===== config.mk =====
export PLATFORM = sky130hd
export DESIGN_NAME = divider
export DESIGN_NICKNAME = d
export VERILOG_FILES = /design/src/rtl/divider.sv
export SDC_FILE = /design/constraint.sdc
export NUM_CORES = 1
export LEC_CHECK = 0
export ABC_AREA = 1
export BUFFER_PORTS_ARGS = -buffer_cell sky130_fd_sc_hd__buf_2
export CAP_MARGIN = 20
export CORE_UTILIZATION = 25
export CTS_BUF_LIST = sky130_fd_sc_hd__clkbuf_8
export DETAILED_ROUTE_END_ITERATION = 8
export HOLD_SLACK_MARGIN = 0.12
export SLEW_MARGIN = 20
export SYNTH_ARGS = -nofsm -noshare
export SYNTH_HDL_FRONTEND = slang
export SYNTH_SLANG_ARGS = --single-unit

===== constraint.sdc =====
create_clock -name clk -period 5.5 [get_ports clk]
set_clock_uncertainty 0.05 [all_clocks]
set_input_delay 1.1 -clock clk [delete_from_list [all_inputs] [get_ports clk]]
set_output_delay 1.1 -clock clk [all_outputs]
set_load 0.01 [all_outputs]

===== src/rtl/divider.sv =====
// Radix-2 restoring divider for DIV/DIVU: one quotient bit per cycle, valid/ready on both sides.
// Result is valid BUS+1 edges after acceptance; flush aborts at any point.
module divider #(
    parameter int BUS = 32
) (
    input  logic           clk,
    input  logic           rst,
    input  logic           flush,
    input  logic           div_valid,
    output logic           div_ready,
    input  logic           div_signed,
    input  logic [BUS-1:0] div_a,
    input  logic [BUS-1:0] div_b,
    output logic           res_valid,
    input  logic           res_ready,
    output logic [BUS-1:0] quotient,
    output logic [BUS-1:0] remainder
);
    localparam int CW = $clog2(BUS + 1);

    typedef enum logic [1:0] {IDLE, CALC, DONE} state_t;

    state_t         state, state_nxt;
    logic [CW-1:0]  cnt;
    logic [BUS-1:0] rem, dvd, dsr;
    logic           sign_q, sign_r;
    logic           accept, last;
    logic [BUS-1:0] mag_a, mag_b;
    logic [BUS:0]   shifted, trial;

    assign mag_a   = (div_signed && div_a[BUS-1]) ? -div_a : div_a;
    assign mag_b   = (div_signed && div_b[BUS-1]) ? -div_b : div_b;
    assign shifted = {rem, dvd[BUS-1]};
    assign trial   = shifted - {1'b0, dsr};
    // cnt runs BUS..1 for the iterations; the cnt==0 cycle applies the sign fix-up
    assign last    = (cnt == '0);

    always_ff @(posedge clk) begin
        if (rst) state <= IDLE;
        else     state <= state_nxt;
    end

    always_comb begin
        state_nxt = state;
        div_ready = 1'b0;
        res_valid = 1'b0;
        accept    = 1'b0;
        case (state)
            IDLE: begin
                div_ready = 1'b1;
                if (div_valid && !flush) begin
                    accept    = 1'b1;
                    state_nxt = CALC;
                end
            end
            CALC: if (last) state_nxt = DONE;
            DONE: begin
                res_valid = 1'b1;
                if (res_ready) state_nxt = IDLE;
            end
            default: state_nxt = IDLE;
        endcase
        if (flush) state_nxt = IDLE;
    end

    always_ff @(posedge clk) begin
        if (rst) begin
            cnt       <= '0;
            rem       <= '0;
            dvd       <= '0;
            dsr       <= '0;
            sign_q    <= 1'b0;
            sign_r    <= 1'b0;
            quotient  <= '0;
            remainder <= '0;
        end else if (accept) begin
            cnt    <= CW'(BUS);
            rem    <= '0;
            dvd    <= mag_a;
            dsr    <= mag_b;
            sign_q <= div_signed & (div_a[BUS-1] ^ div_b[BUS-1]);
            sign_r <= div_signed & div_a[BUS-1];
        end else if (state == CALC && !flush) begin
            if (!last) begin
                cnt <= cnt - CW'(1);
                if (!trial[BUS]) begin
                    rem <= trial[BUS-1:0];
                    dvd <= {dvd[BUS-2:0], 1'b1};
                end else begin
                    rem <= shifted[BUS-1:0];
                    dvd <= {dvd[BUS-2:0], 1'b0};
                end
            end else begin
                // divide-by-zero keeps the all-ones quotient uncorrected; remainder restores div_a
                quotient  <= (sign_q && dsr != '0) ? -dvd : dvd;
                remainder <= sign_r ? -rem : rem;
            end
        end
    end

endmodule


# Word-level counts from Yosys, hierarchy flattened

Cells that the tools add are included.

Divide/modulo/power cells: 0
Shifts and indexed selects: 0
Reductions and logical operators: 16
Add/subtract/negate cells: 6
Equality and inequality tests: 6
$lt $le $gt $ge: 0
$mul: 0
Multiplexer cells: 20
Bitwise gates (word level): 5

Operator list:

| kind                                                                  | count |
|---|---|
| 32-bit two-way mux                                                    | 8 |
| 32-bit negator                                                        | 4 |
| 33-bit by 32-bit subtractor with 33-bit output                        | 1 |
| 32-bit nonzero test                                                   | 1 |
| 6-bit two-way mux                                                     | 3 |
| 2-bit inequality test, second input constant                          | 4 |
| 6-bit zero test                                                       | 1 |
| 2-bit two-way mux                                                     | 3 |
| 2-bit case mux with 3 select lines                                    | 1 |
| 3-bit AND reduction                                                   | 2 |
| 6-bit by 1-bit subtractor with 6-bit output, second input constant    | 1 |
| 1-bit logical AND                                                     | 5 |
| 1-bit two-way mux                                                     | 5 |
| 2-bit AND reduction                                                   | 2 |
| 2-bit OR reduction                                                    | 2 |
| 1-bit bitwise AND                                                     | 2 |
| 2-bit by 1-bit equality test with 1-bit output, second input constant | 1 |
| 2-bit equality test, second input constant                            | 1 |
| 2-bit zero test                                                       | 1 |
| 1-bit inverter                                                        | 2 |
| 2-bit nonzero test                                                    | 1 |
| 1-bit zero test                                                       | 1 |
| 1-bit XOR                                                             | 1 |

Bits of input ports: 70
Output and inout bits: 66
Memory bits (writable): 0
Register bits after elaboration: 170
Word-level logic and storage cells: 63
Memories kept: 0
ROM bits: 0
Bits in latches: 0

# Logic depth before layout (Yosys ltp)

Gate-level depths: netlist of the first run.

Word-level depth: 6
Mapped depth: 19
Gate-level depth less buffers: 18

# Least setup slack after synthesis of the first run

OpenSTA, ideal clock, no wires.

Kind: input-to-reg
From: input div_b[0]
To: register dsr[28]
Setup time: 0.113 ns
Stages on the path: 13
Data arrival time: 2.396 ns
Path buffers: 0
Slack: 2.940 ns
Data required time: 5.337 ns
Cell sequence: inv_1 ha_1 nand3_1 nor2_1 nand2_1 inv_1 nand3_1 nor2_1 nand3b_1 a21oi_1 nor2_1 a21oi_1 inv_1

Word-level cells in the longest chain between the ends: 2

RTL lines:

| item                 | line | RTL |
|---|---|---|
| from (decl)          | 13   | `input logic [BUS-1:0] div_b,` |
| 32-bit negator       | 32   | `assign mag_b = (div_signed && div_b[BUS-1]) ? -div_b : div_b;` |
| 32-bit two-way mux   | 32   |  |
| to (signal assigned) | 80   | `dsr <= mag_b;` |
| to (decl)            | 25   | `logic [BUS-1:0] rem, dvd, dsr;` |

Every way passes these cells.
A chain may end at the register's enable or synchronous reset.

# Worst setup path after layout of the first run

From: register cnt[0]
To: register dvd[3]

Word-level cells in the longest chain between the ends: 3

RTL lines:

| item                            | line | RTL |
|---|---|---|
| from (decl)                     | 24   | `logic [CW-1:0] cnt;` |
| from (signal assigned)          | 77   | `cnt <= CW'(BUS);` |
| from (signal assigned)          | 85   | `cnt <= cnt - CW'(1);` |
| 6-bit zero test                 | 36   | `assign last = (cnt == '0);` |
| 2-bit inequality test (no line) | --   |  |
| 2-bit AND reduction (no line)   | --   |  |
| to (signal assigned)            | 79   | `dvd <= mag_a;` |
| to (signal assigned)            | 88   | `dvd <= {dvd[BUS-2:0], 1'b1};` |
| to (signal assigned)            | 91   | `dvd <= {dvd[BUS-2:0], 1'b0};` |
| to (decl)                       | 25   |  |

Every way passes these cells.

==> results of run 1 <==
[per-stage QoR]
step           instances  power [mW]  hold WS, ns  cell area, sq um
2_1_floorplan       2148        1.87        0.371             12900
3_3_place_gp        2893        2.10        0.397             14100
3_5_place_dp        2893        2.10        0.391             14100
4_1_cts             2921        3.01        0.416             14500
5_1_grt             2923        3.18        0.428             14500
6_report            2923        3.01        0.412             14500
[layout make-up]
class / instances / area, sq um / share of cell area (%)
Tap cell: 672 / 841 / 5.80
Antenna cell: 2 / 5.00 / 0.0345
Multi-Input combinational cell: 1536 / 7750 / 53.4
Clock inverter: 10 / 124 / 0.854
Sequential cell: 170 / 3400 / 23.5
Timing Repair Buffer: 144 / 743 / 5.12
Clock buffer: 18 / 248 / 1.71
Inverter: 371 / 1390 / 9.60
[registers in the layout (all words and copies together), names as in the netlist]
| signal | cells |
|---|---|
| state | 2 |
| remainder | 32 |
| sign_r | 1 |
| sign_q | 1 |
| dsr | 32 |
| rem | 32 |
| quotient | 32 |
| cnt | 6 |
| dvd | 32 |
[synth_stat cells (4+ instances only)]
library cell,instances
nand3_2,7
nand3_1,134
o21bai_1,23
a21oi_1,123
inv_1,364
a31oi_1,5
nor4_1,11
nor3_1,39
o221ai_1,7
o21ai_0,143
o211ai_2,11
and3_1,6
clkbuf_1,30
xor2_1,42
nor2_1,186
o22ai_1,32
o211ai_1,13
nand2_1,594
buf_2,29
buf_1,6
xnor2_1,8
o21a_1,17
ha_1,37
nor2_2,7
inv_2,5
nand3b_1,10
buf_6,4
nor3_2,6
dfxtp_1,170
o21ai_1,10
nand2_2,16
nand4_1,23
or2_2,6
[routing by layer]
layer | up-vias | share of wire (%) | global-route usage (%)
met5 | - | 0 | 0
met4 | 0 | 1.5 | 3.73
met3 | 39 | 7.3 | 1.83
met2 | 467 | 40 | 22.9
met1 | 6110 | 51 | 26.0
li1 | 7050 | - | -
[cell families after synthesis]
| group | synth area share, % |
|---|---|
| buffers and inverters | 13.5 |
| AO/OA/AOI/OAI | 17.9 |
| adder cells (fa/ha/maj) | 3.75 |
| flip-flops | 26.4 |
| AND/OR/NAND/NOR | 35.0 |
| XOR/XNOR | 3.40 |
[final timing paths]
kind | from | to | slack, ns | cells after the start
max | cnt[0]$_SDFFE_PP0P_ | dvd[3]$_SDFFE_PP0P_ | 2.53 | 13
min | dsr[24]$_SDFFE_PP0P_ | dsr[24]$_SDFFE_PP0P_ | 0.41 | 2
max reg2reg | cnt[0]$_SDFFE_PP0P_ | dvd[3]$_SDFFE_PP0P_ | 2.53 | 13
min reg2reg | dsr[24]$_SDFFE_PP0P_ | dsr[24]$_SDFFE_PP0P_ | 0.41 | 2
[critical path, delay by kind of cell (launching register included)]
kind                       cells  cell delay [ns]
buffers and inverters          6             1.19
and+or+nand+nor                5             0.99
DFF                            1             0.32
adders and majority gates      1             0.17
AOI/OAI and AO/OA              1             0.12
[power by group through the flow]
stage / clock [mW] / combinational (mW) / sequential (mW)
after global placement: 0 / 0.762 / 1.34
after floorplan: 0 / 0.539 / 1.33
final: 0.925 / 0.777 / 1.31
after CTS: 0.941 / 0.767 / 1.31
after detailed placement: 0 / 0.763 / 1.34
after global routing: 0.994 / 0.869 / 1.31
==> impl_metrics.toml, run 1 <==
[clocking]
cts_setup_buffers = 0
cts_tree = "yes"
clkSlewWorstSetupHoldPaths_ns = 0.10
clockBufferDepth = 2
numClockSinks = 170
hold_buffers = 0
cts-resized-gates = 0
numCtsBuffers = 17
clock_latency_ns = 0.50
clockRootBuffer = "clkbuf_8"
htree_levels = 4

[sta]
grt_setup_unrepaired = "no"
tightest_slew_ns = 1.04
fin_ws_ns = 2.53
final-hold-violation-count = 0
fin_crit_ns = 2.97
finalMaxSlewViolations = 0
finalSetupTns_ns = 0
min_period_over_period_pct = 54.1
setup_viol = 0
maxSlewHeadroom_pct = 30.7
fmax_mhz = 336

[power_and_ir_drop]
p_comb_share_pct = 25.8
power.density_mw_per_mm2 = 207
p_switching_mw = 1.09
switching_share_pct = 36.2
clkPwrFrac_pct = 30.7
vdd_drop_max_uv = 111
power_leakage_nw = 7.24
p_int_mw = 1.92
seq_power_share_pct = 43.5

[synth]
ys_types = 50
ys_top_cells_by_area = "dfxtp_1 26%, nand2_1 17%, inv_1 11%"
syn_inst = 2148
async_flop_share_pct = 0
ys_seq_elements = 170
synth-edff-count = 0
synth.top_cell.area_share_pct = 26.4
synth_top_area_cell = "dfxtp_1"
synth_fp_nets = 2256
synthesis.area_sq_mm = 0.0129
ys_seq_area_share_pct = 26.4
ys.flop_type = "dfxtp_1"
yosys_warnings = 0
postSynthAreaPerCell_sq_um = 6.00

[layout]
layout.nets = 2348
fillCellCount = 5712
fin_util_pct = 28.7
drive_gt1_share_pct = 10.8
layout_commonest_cell = "nand2_1"
layout_common_cells = "593 x nand2_1, 364 x inv_1, 183 x nor2_1"
area_growth_pct = 12.6

[setup_path]
required_ns = 5.85
critical_path.slowest_cell = "buf_4"
crit_path_cell_trace = "inv_1, ha_1, inv_1, nor3_1, nand3_1, nand2_2, buf_4, inv_1, buf_4, nand3_1, o221ai_1, nand2_1, inv_1"
startpoint_type = "register"
cp_max_fo = 37
slowest_delay_ns = 0.47
cpMostUsedCell = "inv_1"
cp.arrival_ns = 3.32
path_class = "register to register"
crit_path_end_kind = "register"

[drt]
routed_wl_mm = 43.6
vias = 13700
antenna_left = 0
drt_first_pass_iters = 7
wl_per_cell_microns = 14.9
vias_per_cell = 4.68
drt_iter0_markers = 1210
drcViolationCount = 0

[place]
portBuffers = 135
gp_congestion = 0.955
dp_slack_ns = 2.06
dp_hpwl_mm = 34.4

[floorplanning]
num_rows = 82
initial_core_util_pct = 25.5
die_area_sq_mm = 0.0524
die_y_microns = 229
io_pins = 136
core_sq_mm = 0.0505
die_w_microns = 229

[run]
cap_viol_max_count = 0

[grt]
grt_max_degree = 74
grt_pass1_wl_mm = 68.6
grt_pass1_vias = 12200
grt_util_all_layers_pct = 16.4
grt.overflow.total = 0
antenna_found_initial = 2

[worst_hold_path]
worstHoldPathType = "register to register"

[run_status]
status = "completed"
Power figures use the tool's default switching activity.
==> inputs of run 2 (changes only) <==
==> constraint.sdc (replaced) <==
create_clock -name clk -period 2.92 [get_ports clk]
set_clock_uncertainty 0.05 [all_clocks]
set_input_delay 0.584 -clock clk [delete_from_list [all_inputs] [get_ports clk]]
set_output_delay 0.584 -clock clk [all_outputs]
set_load 0.01 [all_outputs]
==> impl_metrics.toml, run 2 (synthesized netlist as in run 1, its figures left out) <==
[run_status]
status = "completed"

[layout]
drive_gt1_share_pct = 11.8
layout.nets = 2370
layout_common_cells = "593 x nand2_1, 364 x inv_1, 183 x nor2_1"
layout_commonest_cell = "nand2_1"
fillCellCount = 5743
area_growth_pct = 14.5
fin_util_pct = 29.2

[floorplanning]
num_rows = 82
core_sq_mm = 0.0505
io_pins = 136
die_y_microns = 229
die_area_sq_mm = 0.0524
initial_core_util_pct = 25.5
die_w_microns = 229

[clocking]
hold_buffers = 0
htree_levels = 4
numClockSinks = 170
clkSlewWorstSetupHoldPaths_ns = 0.10
cts_tree = "yes"
cts_setup_buffers = 0
clockBufferDepth = 2
clock_latency_ns = 0.51
cts-resized-gates = 0
numCtsBuffers = 17
clockRootBuffer = "clkbuf_8"

[setup_path]
crit_buf_inv = 4
critical_path.slowest_cell = "dfxtp_1"
r2r_cells = 19
reg2reg_slack_ns = 0.27
startpoint_type = "register"
regToRegEndpoint = "rem[7]$_SDFFE_PP0P_"
crit_path_cell_trace = "inv_1, ha_1, fa_1, inv_1, nand2_1, nand2_1, nand3_2, nand2_2, nand2_2, nand2_2, nand2_4, nand2_2, nand2_2, nand2_4, buf_12, nand2_1, o211ai_2, nand2_1, inv_1"
crit_cells = 19
crit_path_end_kind = "register"
slowest_delay_ns = 0.37
path_class = "register to register"
crit_family = "simple AND/OR/NAND/NOR gates"
required_ns = 3.32
r2r-start = "dvd[31]$_SDFFE_PP0P_"
cp.arrival_ns = 3.05
cpMostUsedCell = "nand2_2"
cp_max_fo = 23

[drt]
vias_per_cell = 4.69
antenna_left = 0
drt_iter0_markers = 1253
vias = 13800
drcViolationCount = 0
routed_wl_mm = 44.3
wl_per_cell_microns = 15.0
drt_first_pass_iters = 8

[grt]
grt_pass1_vias = 12300
grt_max_degree = 102
grt_util_all_layers_pct = 16.6
grt_pass1_wl_mm = 69.5
antenna_found_initial = 4
grt.overflow.total = 0

[place]
gp_congestion = 0.951
portBuffers = 135
dp_hpwl_mm = 35.7

[sta]
maxSlewHeadroom_pct = 61.1
min_period_over_period_pct = 90.7
fin_hold_ws_ns = 0.312
fin_crit_ns = 2.65
fmax_mhz = 378
tightest_slew_ns = 0.580
finalMaxSlewViolations = 0
grt_setup_unrepaired = "no"
finalSetupTns_ns = 0
final-hold-violation-count = 0
setup_viol = 0

[power_and_ir_drop]
power_leakage_nw = 7.39
power.density_mw_per_mm2 = 390
fin_total_pwr_mw = 5.75
switching_share_pct = 37.7
p_comb_share_pct = 26.1
p_int_mw = 3.58
clkPwrFrac_pct = 31.1
seq_power_share_pct = 42.8
vdd_drop_max_uv = 284
p_switching_mw = 2.17

[worst_hold_path]
worstHoldPathType = "input port to register"
hold_start = "res_ready"
hold_depth = 4
hold_path_end = "state[1]$_SDFFE_PP0P_"

[run]
cap_viol_max_count = 0
[run 2: changes by cell type in the layout (fill, tap and decap cells not counted), sizes merged]
cell | before | now
buf | 144 | 166
clkinv | 4 | 8
inv | 372 | 376
clkinvlp | 3 | 1
diode | 2 | 4
bufinv | 2 | 1
clkbuf | 18 | 17
[run 2: worst max path at each step]
stage                         startpoint              endpoint  slack (ns)
global placement    dvd[31]$_SDFFE_PP0P_   rem[7]$_SDFFE_PP0P_        0.34
CTS                 dvd[31]$_SDFFE_PP0P_   rem[7]$_SDFFE_PP0P_        0.26
global route        dvd[31]$_SDFFE_PP0P_  rem[11]$_SDFFE_PP0P_       0.008
detailed placement  dvd[31]$_SDFFE_PP0P_  rem[12]$_SDFFE_PP0P_        0.26
floorplan           dvd[31]$_SDFFE_PP0P_   rem[1]$_SDFFE_PP0P_        0.65
finish              dvd[31]$_SDFFE_PP0P_   rem[7]$_SDFFE_PP0P_        0.27
[run 2: worst reg2reg max path, cell delays in order, from the launching register on]
cell and delay [ns]:
dfxtp_1 0.37, inv_1 0.08, ha_1 0.22, fa_1 0.36, inv_1 0.09, nand2_1 0.08, nand2_1 0.10, nand3_2 0.07
nand2_2 0.12, nand2_2 0.06, nand2_2 0.10, nand2_4 0.07, nand2_2 0.07, nand2_2 0.06, nand2_4 0.23, buf_12 0.23
nand2_1 0.10, o211ai_2 0.06, nand2_1 0.06, inv_1 0.04
[run 2: area by class of cell]
cell class,count,area [sq um],share of cell area [%]
multi-input combinational,1536,7750,52.6
sequential,170,3400,23.1
inverter,371,1390,9.44
timing repair buffer,166,946,6.41
tap,672,841,5.70
clock buffer,17,234,1.59
clock inverter,15,166,1.13
antenna,4,10.0,0.0679
[run 2: power by group through the flow]
stage / logic (mW) / clock network (mW) / registers [mW]
floorplan: 1.02 / 0 / 2.50
global placement: 1.49 / 0 / 2.51
detailed placement: 1.48 / 0 / 2.51
CTS: 1.49 / 1.82 / 2.46
global route: 1.67 / 1.91 / 2.47
finish: 1.50 / 1.79 / 2.46
[run 2: layer usage]
| layer | wire length (microns) | up-vias | part of all wire (%) | track usage, % |
|---|---|---|---|---|
| met5 | 0 | - | 0 | 0 |
| met4 | 504 | 0 | 1.1 | 3.48 |
| met3 | 2910 | 29 | 6.6 | 2.12 |
| met2 | 17800 | 458 | 40 | 23.5 |
| met1 | 23100 | 6231 | 52 | 26.1 |
| li1 | - | 7110 | - | - |
[run 2: stage by stage]
| step | cells | cell area (sq um) | worst slack [ns] |
|---|---|---|---|
| floorplan | 2148 | 12900 | 0.651 |
| global placement | 2915 | 14300 | 0.336 |
| detailed placement | 2915 | 14300 | 0.262 |
| CTS | 2947 | 14700 | 0.258 |
| global route | 2951 | 14700 | 0.00842 |
| finish | 2951 | 14700 | 0.271 |
